--- config.mk ---
export PLATFORM = sky130hd
export DESIGN_NAME = xi_merge
export DESIGN_NICKNAME = d
export VERILOG_FILES = /design/src/rtl/xi_pkg.sv /design/src/rtl/xi_merge_fifo.sv /design/src/rtl/xi_merge.sv
export SDC_FILE = /design/constraint.sdc
export NUM_CORES = 1
export LEC_CHECK = 0
export CAP_MARGIN = 20
export CORE_MARGIN = 2
export CORE_UTILIZATION = 45
export CTS_BUF_LIST = sky130_fd_sc_hd__clkbuf_2 sky130_fd_sc_hd__clkbuf_4 sky130_fd_sc_hd__clkbuf_8
export DETAILED_ROUTE_END_ITERATION = 6
export PLACE_DENSITY = 0.75
export SETUP_SLACK_MARGIN = 0.5
export SYNTH_ARGS = -nofsm -noshare
export SYNTH_HDL_FRONTEND = slang
export SYNTH_HIERARCHICAL = 1
export SYNTH_SLANG_ARGS = --single-unit
--- constraint.sdc ---
create_clock -name clk -period 3.2 [get_ports clk]
set_clock_uncertainty 0.2 [all_clocks]
set_input_delay 0.64 -clock clk [delete_from_list [all_inputs] [get_ports clk]]
set_output_delay 0.64 -clock clk [all_outputs]
set_load 0.02 [all_outputs]
--- src/rtl/xi_pkg.sv ---
// xi_pkg: shared defaults and types for the xi_merge lane merger.
//   NUM_XI_DEF  default number of merged lanes
//   DW_DEF      default per-lane data width
//   CNT_W       width of each per-lane accept counter
//   lane_data_t / lane_idx_t  lane payload and lane index at the default sizes
//   wrap_inc()  modular increment used by the round-robin search
package xi_pkg;

  localparam int unsigned NUM_XI_DEF = 2;
  localparam int unsigned DW_DEF     = 8;
  localparam int unsigned CNT_W      = 16;

  typedef logic [DW_DEF-1:0]             lane_data_t;
  typedef logic [$clog2(NUM_XI_DEF)-1:0] lane_idx_t;

  // (idx + k) mod n for idx < n and k <= n, without a divider.
  function automatic int unsigned wrap_inc(input int unsigned idx, input int unsigned k,
                                           input int unsigned n);
    int unsigned s;
    s = idx + k;
    return (s >= n) ? (s - n) : s;
  endfunction

endpackage

--- src/rtl/xi_merge_fifo.sv ---
// xi_merge_fifo: synchronous FIFO holding merged {src, data} words.
// Ports:
//   clk, rst_n        clock, synchronous active-low reset (clears pointers and count)
//   push, wdata       write request and word; ignored when full
//   pop               read request; ignored when empty
//   rdata             head word, forced to zero while empty
//   full, empty       occupancy flags
//   count             number of stored words, 0..DEPTH
module xi_merge_fifo #(
  parameter int unsigned W     = 9,
  parameter int unsigned DEPTH = 4
) (
  input  logic                     clk,
  input  logic                     rst_n,
  input  logic                     push,
  input  logic [W-1:0]             wdata,
  input  logic                     pop,
  output logic [W-1:0]             rdata,
  output logic                     full,
  output logic                     empty,
  output logic [$clog2(DEPTH):0]   count
);

  localparam int unsigned AW = $clog2(DEPTH);

  logic [AW-1:0] wptr_q, wptr_d;
  logic [AW-1:0] rptr_q, rptr_d;
  logic [AW:0]   count_q, count_d;
  logic [W-1:0]  mem_q [DEPTH];
  logic [W-1:0]  mem_d [DEPTH];
  logic          do_push, do_pop;

  assign full    = (count_q == (AW+1)'(DEPTH));
  assign empty   = (count_q == '0);
  assign count   = count_q;
  assign do_push = push & ~full;
  assign do_pop  = pop & ~empty;
  // Zero head while empty so the output is defined before the first push.
  assign rdata   = empty ? '0 : mem_q[rptr_q];

  always_comb begin
    wptr_d  = wptr_q;
    rptr_d  = rptr_q;
    count_d = count_q;
    mem_d   = mem_q;
    if (do_push) begin
      mem_d[wptr_q] = wdata;
      wptr_d        = wptr_q + AW'(1);  // DEPTH is a power of two: natural wrap
    end
    if (do_pop) begin
      rptr_d = rptr_q + AW'(1);
    end
    unique case ({do_push, do_pop})
      2'b10:   count_d = count_q + (AW+1)'(1);
      2'b01:   count_d = count_q - (AW+1)'(1);
      default: count_d = count_q;
    endcase
  end

  always_ff @(posedge clk) begin
    if (!rst_n) begin
      wptr_q  <= '0;
      rptr_q  <= '0;
      count_q <= '0;
    end else begin
      wptr_q  <= wptr_d;
      rptr_q  <= rptr_d;
      count_q <= count_d;
    end
  end

  // Storage needs no reset; validity is tracked by count_q.
  always_ff @(posedge clk) begin
    mem_q <= mem_d;
  end

endmodule

--- src/rtl/xi_merge.sv ---
// xi_merge: round-robin merge of NUM_XI upstream lanes into one FIFO-buffered stream.
// Ports:
//   clk, rst_n          clock, synchronous active-low reset
//   in_valid/in_data    per-lane requests and data
//   in_ready            one-hot grant, combinational from in_valid, rr pointer, FIFO count
//   out_valid/out_data  FIFO head
//   out_src             lane index that produced the head word
//   out_ready           consumer accept
//   grant_cnt           per-lane saturating accept counters
// Build option: define XI_MERGE_STATS_EN to instantiate the grant_cnt counters;
// otherwise grant_cnt is tied to zero and no counter state exists.
module xi_merge
  import xi_pkg::*;
#(
  parameter int unsigned NUM_XI = NUM_XI_DEF,
  parameter int unsigned DW     = DW_DEF,
  parameter int unsigned DEPTH  = 4
) (
  input  logic                           clk,
  input  logic                           rst_n,
  input  logic [NUM_XI-1:0]              in_valid,
  input  logic [NUM_XI-1:0][DW-1:0]      in_data,
  output logic [NUM_XI-1:0]              in_ready,
  output logic                           out_valid,
  output logic [DW-1:0]                  out_data,
  output logic [$clog2(NUM_XI)-1:0]      out_src,
  input  logic                           out_ready,
  output logic [NUM_XI-1:0][CNT_W-1:0]   grant_cnt
);

  localparam int unsigned SW = $clog2(NUM_XI);
  localparam int unsigned FW = SW + DW;

  logic [SW-1:0]         last_q, last_d;
  logic                  en_q, en_d;
  logic [SW-1:0]         grant_idx;
  logic                  grant_any;
  logic                  can_accept;
  logic                  push, pop;
  logic                  fifo_full, fifo_empty;
  logic [FW-1:0]         fifo_wdata, fifo_rdata;
  logic [$clog2(DEPTH):0] fifo_count;

  // Round-robin search starting one past the last granted lane.
  always_comb begin
    int unsigned idx;
    idx       = 0;
    grant_any = 1'b0;
    grant_idx = '0;
    for (int unsigned k = 1; k <= NUM_XI; k++) begin
      idx = wrap_inc(32'(last_q), k, NUM_XI);
      if (!grant_any && in_valid[SW'(idx)]) begin
        grant_any = 1'b1;
        grant_idx = SW'(idx);
      end
    end
  end

  // en_q keeps in_ready low for the first cycle after reset is released.
  assign can_accept = rst_n & en_q & ~fifo_full;
  assign push       = grant_any & can_accept;
  assign in_ready   = push ? (NUM_XI'(1) << grant_idx) : '0;
  assign fifo_wdata = {grant_idx, in_data[grant_idx]};

  assign out_valid  = rst_n & ~fifo_empty;
  assign pop        = out_valid & out_ready;
  assign {out_src, out_data} = fifo_rdata;

  always_comb begin
    en_d   = 1'b1;
    last_d = push ? grant_idx : last_q;
  end

  always_ff @(posedge clk) begin
    if (!rst_n) begin
      last_q <= SW'(NUM_XI - 1);  // lane 0 wins the first search
      en_q   <= 1'b0;
    end else begin
      last_q <= last_d;
      en_q   <= en_d;
    end
  end

  xi_merge_fifo #(
    .W     (FW),
    .DEPTH (DEPTH)
  ) u_fifo (
    .clk   (clk),
    .rst_n (rst_n),
    .push  (push),
    .wdata (fifo_wdata),
    .pop   (pop),
    .rdata (fifo_rdata),
    .full  (fifo_full),
    .empty (fifo_empty),
    .count (fifo_count)
  );

`ifdef XI_MERGE_STATS_EN
  logic [NUM_XI-1:0][CNT_W-1:0] cnt_q, cnt_d;

  always_comb begin
    cnt_d = cnt_q;
    for (int unsigned i = 0; i < NUM_XI; i++) begin
      if (in_valid[i] && in_ready[i] && (cnt_q[i] != '1)) begin
        cnt_d[i] = cnt_q[i] + CNT_W'(1);
      end
    end
  end

  always_ff @(posedge clk) begin
    if (!rst_n) begin
      cnt_q <= '0;
    end else begin
      cnt_q <= cnt_d;
    end
  end

  assign grant_cnt = cnt_q;
`else
  assign grant_cnt = '0;
`endif

  // Occupancy is only observed through full/empty here.
  logic unused_count;
  assign unused_count = ^fifo_count;

endmodule

==> results of run 1 <==
==> cells by family after synthesis <==
logic type | Yosys count
AOI/OAI and AO/OA | 8
xor gates and xnor gates | 2
adders and majority gates | 6
buffers and inverters | 45
DFF | 45
muxes | 19
other | 1
and+or+nand+nor | 39
==> Yosys cell counts (2+ instances only) <==
master	count	area, um2
nand2_1	7	26.28
nor2b_4	7	96.34
buf_6	2	22.52
o21ai_0	3	15.01
mux2i_1	2	20.02
mux4_2	7	157.7
mux2_4	8	120.1
nand3b_1	2	15.01
buf_4	33	247.7
nor2_1	2	7.510
nor2b_1	6	37.54
and2_1	7	43.79
edfxtp_1	36	1081
inv_1	7	26.28
ha_1	5	62.56
dfxtp_1	9	180.2
buf_2	2	10.01
mux4_1	2	52.55
or3_1	2	12.51
==> power breakdown <==
group	switching [W]	total (W)	leakage, nW	internal [W]
combinational	0.000103	0.000183	0.666	0.0000805
sequential	0.00000729	0.000656	0.401	0.000648
clock	0.000176	0.000416	0.0586	0.000240
total	0.000286	0.00125	1.13	0.000969
==> worst max path at each step <==
stage	to	slack, ns	cells past startpoint
after CTS	out_src	0.35	3
after global placement	u_fifo/count[2]$_SDFFE_PN0P_	0.14	10
after detailed placement	u_fifo/count[2]$_SDFFE_PN0P_	0.04	10
after global routing	out_data[0]	0.50	4
after floorplan	u_fifo/count[2]$_SDFFE_PN0P_	0.53	11
final	out_data[5]	0.60	4
==> worst min-delay path, delay by kind of cell (launching register included) <==
kind	cells	cell delay, ns
mux	1	0.05
simple gates	1	0.06
flops	1	0.34
==> what timing repair did <==
action                                  CTS  global route
resized for setup                        14            10
pin swaps                                 0             1
endpoints found under the setup margin   13             6
hold buffers                              0             0
setup buffers                             3             2
==> per-stage QoR <==
step	utilization, %	cells	power (W)	instance area (um2)	setup slack, ns
3_3_place_gp	52.16	266	0.0008547	2664	0.1409
4_1_cts	54.61	277	0.001268	2789	0.3512
3_5_place_dp	52.16	266	0.0008586	2664	0.03701
2_1_floorplan	-	196	0.0008236	2491	0.5277
6_report	55.24	279	0.001255	2821	0.5992
5_1_grt	55.24	279	0.001308	2821	0.4973
==> final cells by class <==
cell class / count / area [um2] / share of cell area [%]
clock buffer: 6 / 76.32 / 2.705
clock inverter: 2 / 35.03 / 1.242
inverter: 7 / 26.28 / 0.9313
multi-input combinational: 106 / 932.1 / 33.04
sequential: 45 / 1266 / 44.88
tap: 70 / 87.58 / 3.104
timing repair buffer: 43 / 397.9 / 14.10
==> sequential cells by signal, indices dropped and copies added, names as in the netlist <==
signal / flops
u_fifo/mem_q: 36
last_q: 1
u_fifo/wptr_q: 2
u_fifo/rptr_q: 2
en_q: 1
u_fifo/count: 3
==> per-layer routing <==
metal	wire length, um	vias up
met5	0	-
met4	0	0
met3	175	0
met2	1854	49
met1	1470	585
li1	-	601
==> key figures, run 1 <==
Final layout
  – N_diodes: 0
  – # fillers: 435
  – Most frequent cells in the layout: edfxtp_1, conb_1, clkdlybuf4s50_1
  – Share of layout cells above drive strength 1: 23.44%
  – Synth-to-layout area growth: 18.93%
  – Nets: 235
  – Most common cell after layout, fill and taps aside: edfxtp_1

Floorplanning
  – Starting Density: between 40% and 50%
  – Die Wd: 76.61 um
  – Row count: 26
  – Die height: 76.61 um
  – Die area: ~0.006 mm2
  – Ports: 65
  – Placeable Area: 0.005107 mm2

Critical path
  – CP endpoint kind: output pin
  – Max incr delay on CP: 0.50 ns
  – Req. time, crit path: approximately 2.4 ns
  – Bufs and invs on worst path: 2
  – R2r endpoint: u_fifo/count[2]$_SDFFE_PN0P_
  – Crit path DAT: 1.76 ns
  – Crit Path Max Fanout: 5
  – Cell breakdown of the critical path: buf_4 > mux4_2 > nor2b_4 > dlygate4sd2_1
  – Reg2reg path depth: 11
  – FF-to-FF setup slack: 0.67 ns
  – Crit path max-delay cell type: mux4_2
  – Kind of critical path: flop to output pin
  – Crit path max-delay family: multiplexers
  – Crit path launch type: flop
  – Worst setup path start: u_fifo/rptr_q[0]$_SDFFE_PN0P_
  – Worst reg2reg startpoint: u_fifo/count[2]$_SDFFE_PN0P_

Global route
  – Busiest grt layer: met2
  – First-pass GRT wire length: 5602 um
  – Met3 usage: 4.621%
  – Largest net degree at the start of global routing: 15
  – Vias in the first global route: ~1.2k
  – Overflow after GRT: 0
  – Initial antenna violation count: 0
  – Met1 Usage GRT: between 10% and 20%
  – GRT Overall Usage: ~12%
  – Global routing usage on met2: a little over a fifth

Routing
  – DR vias: roughly 1.2k
  – Per-cell routed wire length: 12.54 um
  – DRC violations left: 0
  – Vias per cell: 4.427
  – Antenna Violating Nets Remaining: 0
  – Pre-antenna DRT Iters: 4
  – 1st-iter DRT viols: 45
  – Total Wirelength: 3500 um

Synthesis
  – Mux cell area share after synthesis: 14.77%
  – Sequential share of the synthesized area: between 50 and 60%
  – Synth Flop Type: edfxtp_1
  – Yosys reg bits: 45
  – Yosys warnings: 6
  – Synth Area in XOR/XNOR: less than 1%
  – Mapped cell area: 0.002372 mm2
  – Synth Area in Simple Gates: around an eighth
  – Ys async rst share: 0%
  – Synth Area in Adders: 3.481%
  – Largest family of logic cells by synthesized area: multiplexers
  – Synth Area in Compound Gates: 2.373%
  – Synth Instances: 165
  – Post-synth cell types: 35
  – Post-Syn Area per Cell: 14.38 um2
  – Post-synth EDFFs: 36

Worst hold path
  – HP Class: flop to flop
  – Worst Hold Depth: 2
  – Worst Hold Launch: u_fifo/wptr_q[1]$_SDFFE_PN0P_
  – Hold EP: u_fifo/wptr_q[1]$_SDFFE_PN0P_

Power and ir drop
  – Cell Pwr Density: 444.8 mW/mm2
  – Lkg Pwr: 1.126 nW
  – Peak supply drop: 263.7 uV

Clock network
  – Max H-tree Level: 2
  – Clock Sinks: 45
  – Clock Path Buffers: 2
  – TritonCTS clock tree: yes
  – Clock transition at path regs: 0.08 ns
  – Root Driver: clkbuf_8
  – Worst-Skew Late Latency: 0.29 ns
  – TritonCTS Buffers: 5

STA
  – Count of final max-slew check failures: 0
  – Hold Worst Slack: 0.3043 ns
  – Hold Vio Cnt, Final: 0
  – Fin Setup TNS: 0 ns
  – Number of endpoints failing setup at the final stage: 0
  – Worst-margin pin slew: 0.5080 ns
  – Fmax: 0.3845 GHz
  – Fin crit period: 2.601 ns
  – RSZ-0062 raised after global routing: no
  – Fin crit share: 81.28%
  – Max_slew headroom: 66.13%

Flow run
  – Maxcap violations: 0

Placed design
  – Gpl congestion: 0.7967
  – Hpwl dp: 2477 um
  – Port Buf Inserts: 32

Status
  – Status: finished clean
Note: power is estimated with default switching activity, not from simulation.
==> inputs of run 2 (changes only) <==
==> constraint.sdc (replaced) <==
create_clock -name clk -period 2.6 [get_ports clk]
set_clock_uncertainty 0.2 [all_clocks]
set_input_delay 0.52 -clock clk [delete_from_list [all_inputs] [get_ports clk]]
set_output_delay 0.52 -clock clk [all_outputs]
set_load 0.02 [all_outputs]
==> run 2 against run 1 <==
Compared with the run above: global-route usage up 1.6 points; setup slack got worse by 0.38 ns; worst hold slack improved by 0.0080 ns; combinational power up 58%; wire length up 15%; register-to-register slack lost 0.45 ns; count of clock-buffer cells in the layout shrank 1; non-clock buffer count is 19 higher; sequential share of layout area fell by 3.5 points.
==> key figures, run 2 (synthesized netlist as in run 1, its figures left out) <==
Status
  – Status: finished clean

Global route
  – Largest net degree at the start of global routing: 16
  – First-pass GRT wire length: 6361 um
  – GRT Overall Usage: 14.07%
  – Overflow after GRT: 0
  – Vias in the first global route: ~1.3k
  – Initial antenna violation count: 0

Flow run
  – Maxcap violations: 0

Floorplanning
  – Die area: 0.005868 mm2
  – Starting Density: 46.45%
  – Placeable Area: roughly 0.0051 mm2
  – Row count: 26
  – Ports: 65
  – Die height: about 77 um
  – Die Wd: 76.61 um

Final layout
  – Final Cell Area: 0.003088 mm2
  – Nets: 254
  – Share of layout cells above drive strength 1: 40.79%
  – N_diodes: 0
  – Max reg flops: 36
  – Synth-to-layout area growth: 30.17%
  – Top reg by flops: u_fifo/mem_q
  – Most frequent cells in the layout: edfxtp_1, conb_1, buf_4
  – # fillers: 415
  – Most common cell after layout, fill and taps aside: edfxtp_1

Critical path
  – Crit path launch type: flop
  – Kind of critical path: flop to flop
  – R2r endpoint: u_fifo/count[2]$_SDFFE_PN0P_
  – Worst setup path start: u_fifo/count[0]$_SDFFE_PN0P_
  – Req. time, crit path: around 2.6 ns
  – Crit Path Max Fanout: 3
  – Crit path DAT: 2.41 ns
  – CP endpoint kind: flop
  – FF-to-FF setup slack: 0.22 ns
  – Reg2reg path depth: 11
  – Worst reg2reg startpoint: u_fifo/count[0]$_SDFFE_PN0P_

Power and ir drop
  – Cell Pwr Density: 492.7 mW/mm2
  – Peak supply drop: 248.4 uV
  – Lkg Pwr: ~1.2 nW

Clock network
  – Clock Sinks: 45
  – TritonCTS Buffers: 5
  – Worst-Skew Late Latency: 0.29 ns
  – Root Driver: clkbuf_8
  – Max H-tree Level: 2
  – Clock Path Buffers: 2
  – Clock transition at path regs: 0.08 ns
  – TritonCTS clock tree: yes

STA
  – Number of endpoints failing setup at the final stage: 0
  – Hold Vio Cnt, Final: 0
  – Fin Setup TNS: 0 ns
  – Fin crit period: 2.385 ns
  – Fin crit share: between 90% and 100%
  – RSZ-0062 raised after global routing: yes
  – Count of final max-slew check failures: 0
  – Hold Worst Slack: 0.3124 ns
  – Fmax: 0.4194 GHz

Routing
  – Antenna Violating Nets Remaining: 0
  – Pre-antenna DRT Iters: 4
  – DR vias: 1359
  – Total Wirelength: 4033 um
  – Per-cell routed wire length: approximately 14 um
  – DRC violations left: 0
  – 1st-iter DRT viols: 72
  – Vias per cell: 4.560

Worst hold path
  – Worst Hold Launch: u_fifo/wptr_q[0]$_SDFFE_PN0P_
  – Worst Hold Depth: 2
  – Hold EP: u_fifo/wptr_q[0]$_SDFFE_PN0P_
  – HP Class: flop to flop

Placed design
  – Port Buf Inserts: 32
  – Hpwl dp: 2872 um
  – Gpl congestion: 0.7185
  – Placed cell areas: roughly 0.0028 mm2
[run 2: worst max path at each step]
stage and endpoint:
2_1_floorplan u_fifo/count[2]$_SDFFE_PN0P_, 3_3_place_gp u_fifo/count[2]$_SDFFE_PN0P_, 3_5_place_dp u_fifo/count[2]$_SDFFE_PN0P_, 4_1_cts u_fifo/count[2]$_SDFFE_PN0P_, 5_1_grt u_fifo/count[2]$_SDFFE_PN0P_, 6_report u_fifo/count[2]$_SDFFE_PN0P_
[run 2: final cells by class]
cell class,instances,area [um2],area share [%]
clock buffer,5,68.82,2.229
clock inverter,3,22.52,0.7293
inverter,7,26.28,0.8509
multi-input combinational,106,979.7,31.73
sequential,45,1277,41.37
tap,70,87.58,2.836
timing repair buffer,62,625.6,20.26
[run 2: metal layers]
layer / up-vias / part of all wire (%) / global-route usage [%] / wire [um]
met4: 0 / 1.3 / 4.000 / 52
li1: 641 / - / - / -
met5: - / 0 / 0 / 0
met3: 6 / 4.4 / 3.673 / 176
met2: 46 / 55 / 25.49 / 2229
met1: 666 / 39 / 16.39 / 1575
[run 2: worst max-delay path, cell delays in order, from the launching register on]
cell	delay [ns]
dfxtp_4	0.37
nor3b_4	0.20
nand3b_1	0.16
nor2_1	0.06
nor2b_1	0.14
inv_1	0.08
ha_4	0.14
inv_2	0.03
fa_2	0.33
xor2_1	0.16
or3_1	0.31
a21boi_1	0.12
[run 2: timing repair]
| action | in CTS | in global routing |
|---|---|---|
| hold buffers | 0 | 0 |
| buffers inserted | 7 | 5 |
| pin swaps | 3 | 2 |
| setup endpoints to repair | 15 | 15 |
| gates resized for setup | 76 | 17 |
[run 2: where the power goes]
part / leakage, nW / internal (W) / switching, W / total, W
registers: 0.404 / 0.000796 / 0.0000101 / 0.000806
logic: 0.768 / 0.000148 / 0.000142 / 0.000290
clock network: 0.0481 / 0.000190 / 0.000234 / 0.000425
total: 1.22 / 0.00113 / 0.000387 / 0.00152
[run 2: per-stage QoR]
| step | util [%] | cells | worst slack [ns] | total power [W] |
|---|---|---|---|---|
| after floorplan | - | 196 | 0.1755 | 0.001021 |
| after global placement | 55.07 | 278 | -0.2140 | 0.001071 |
| after detailed placement | 55.07 | 278 | -0.2761 | 0.001077 |
| after CTS | 58.72 | 293 | 0.2363 | 0.001523 |
| after global routing | 60.46 | 298 | 0.1586 | 0.001595 |
| final | 60.46 | 298 | 0.2154 | 0.001522 |
==> inputs of run 3 (changes only) <==
--- a/config.mk
+++ b/config.mk
@@ -10,6 +10,7 @@
 export CORE_UTILIZATION = 45
 export CTS_BUF_LIST = sky130_fd_sc_hd__clkbuf_2 sky130_fd_sc_hd__clkbuf_4 sky130_fd_sc_hd__clkbuf_8
 export DETAILED_ROUTE_END_ITERATION = 6
+export GPL_ROUTABILITY_DRIVEN = 0
 export PLACE_DENSITY = 0.75
 export SETUP_SLACK_MARGIN = 0.5
 export SYNTH_ARGS = -nofsm -noshare
==> results of run 3 <==
The final DEF is identical to that of run 2; final timing and power are the same.
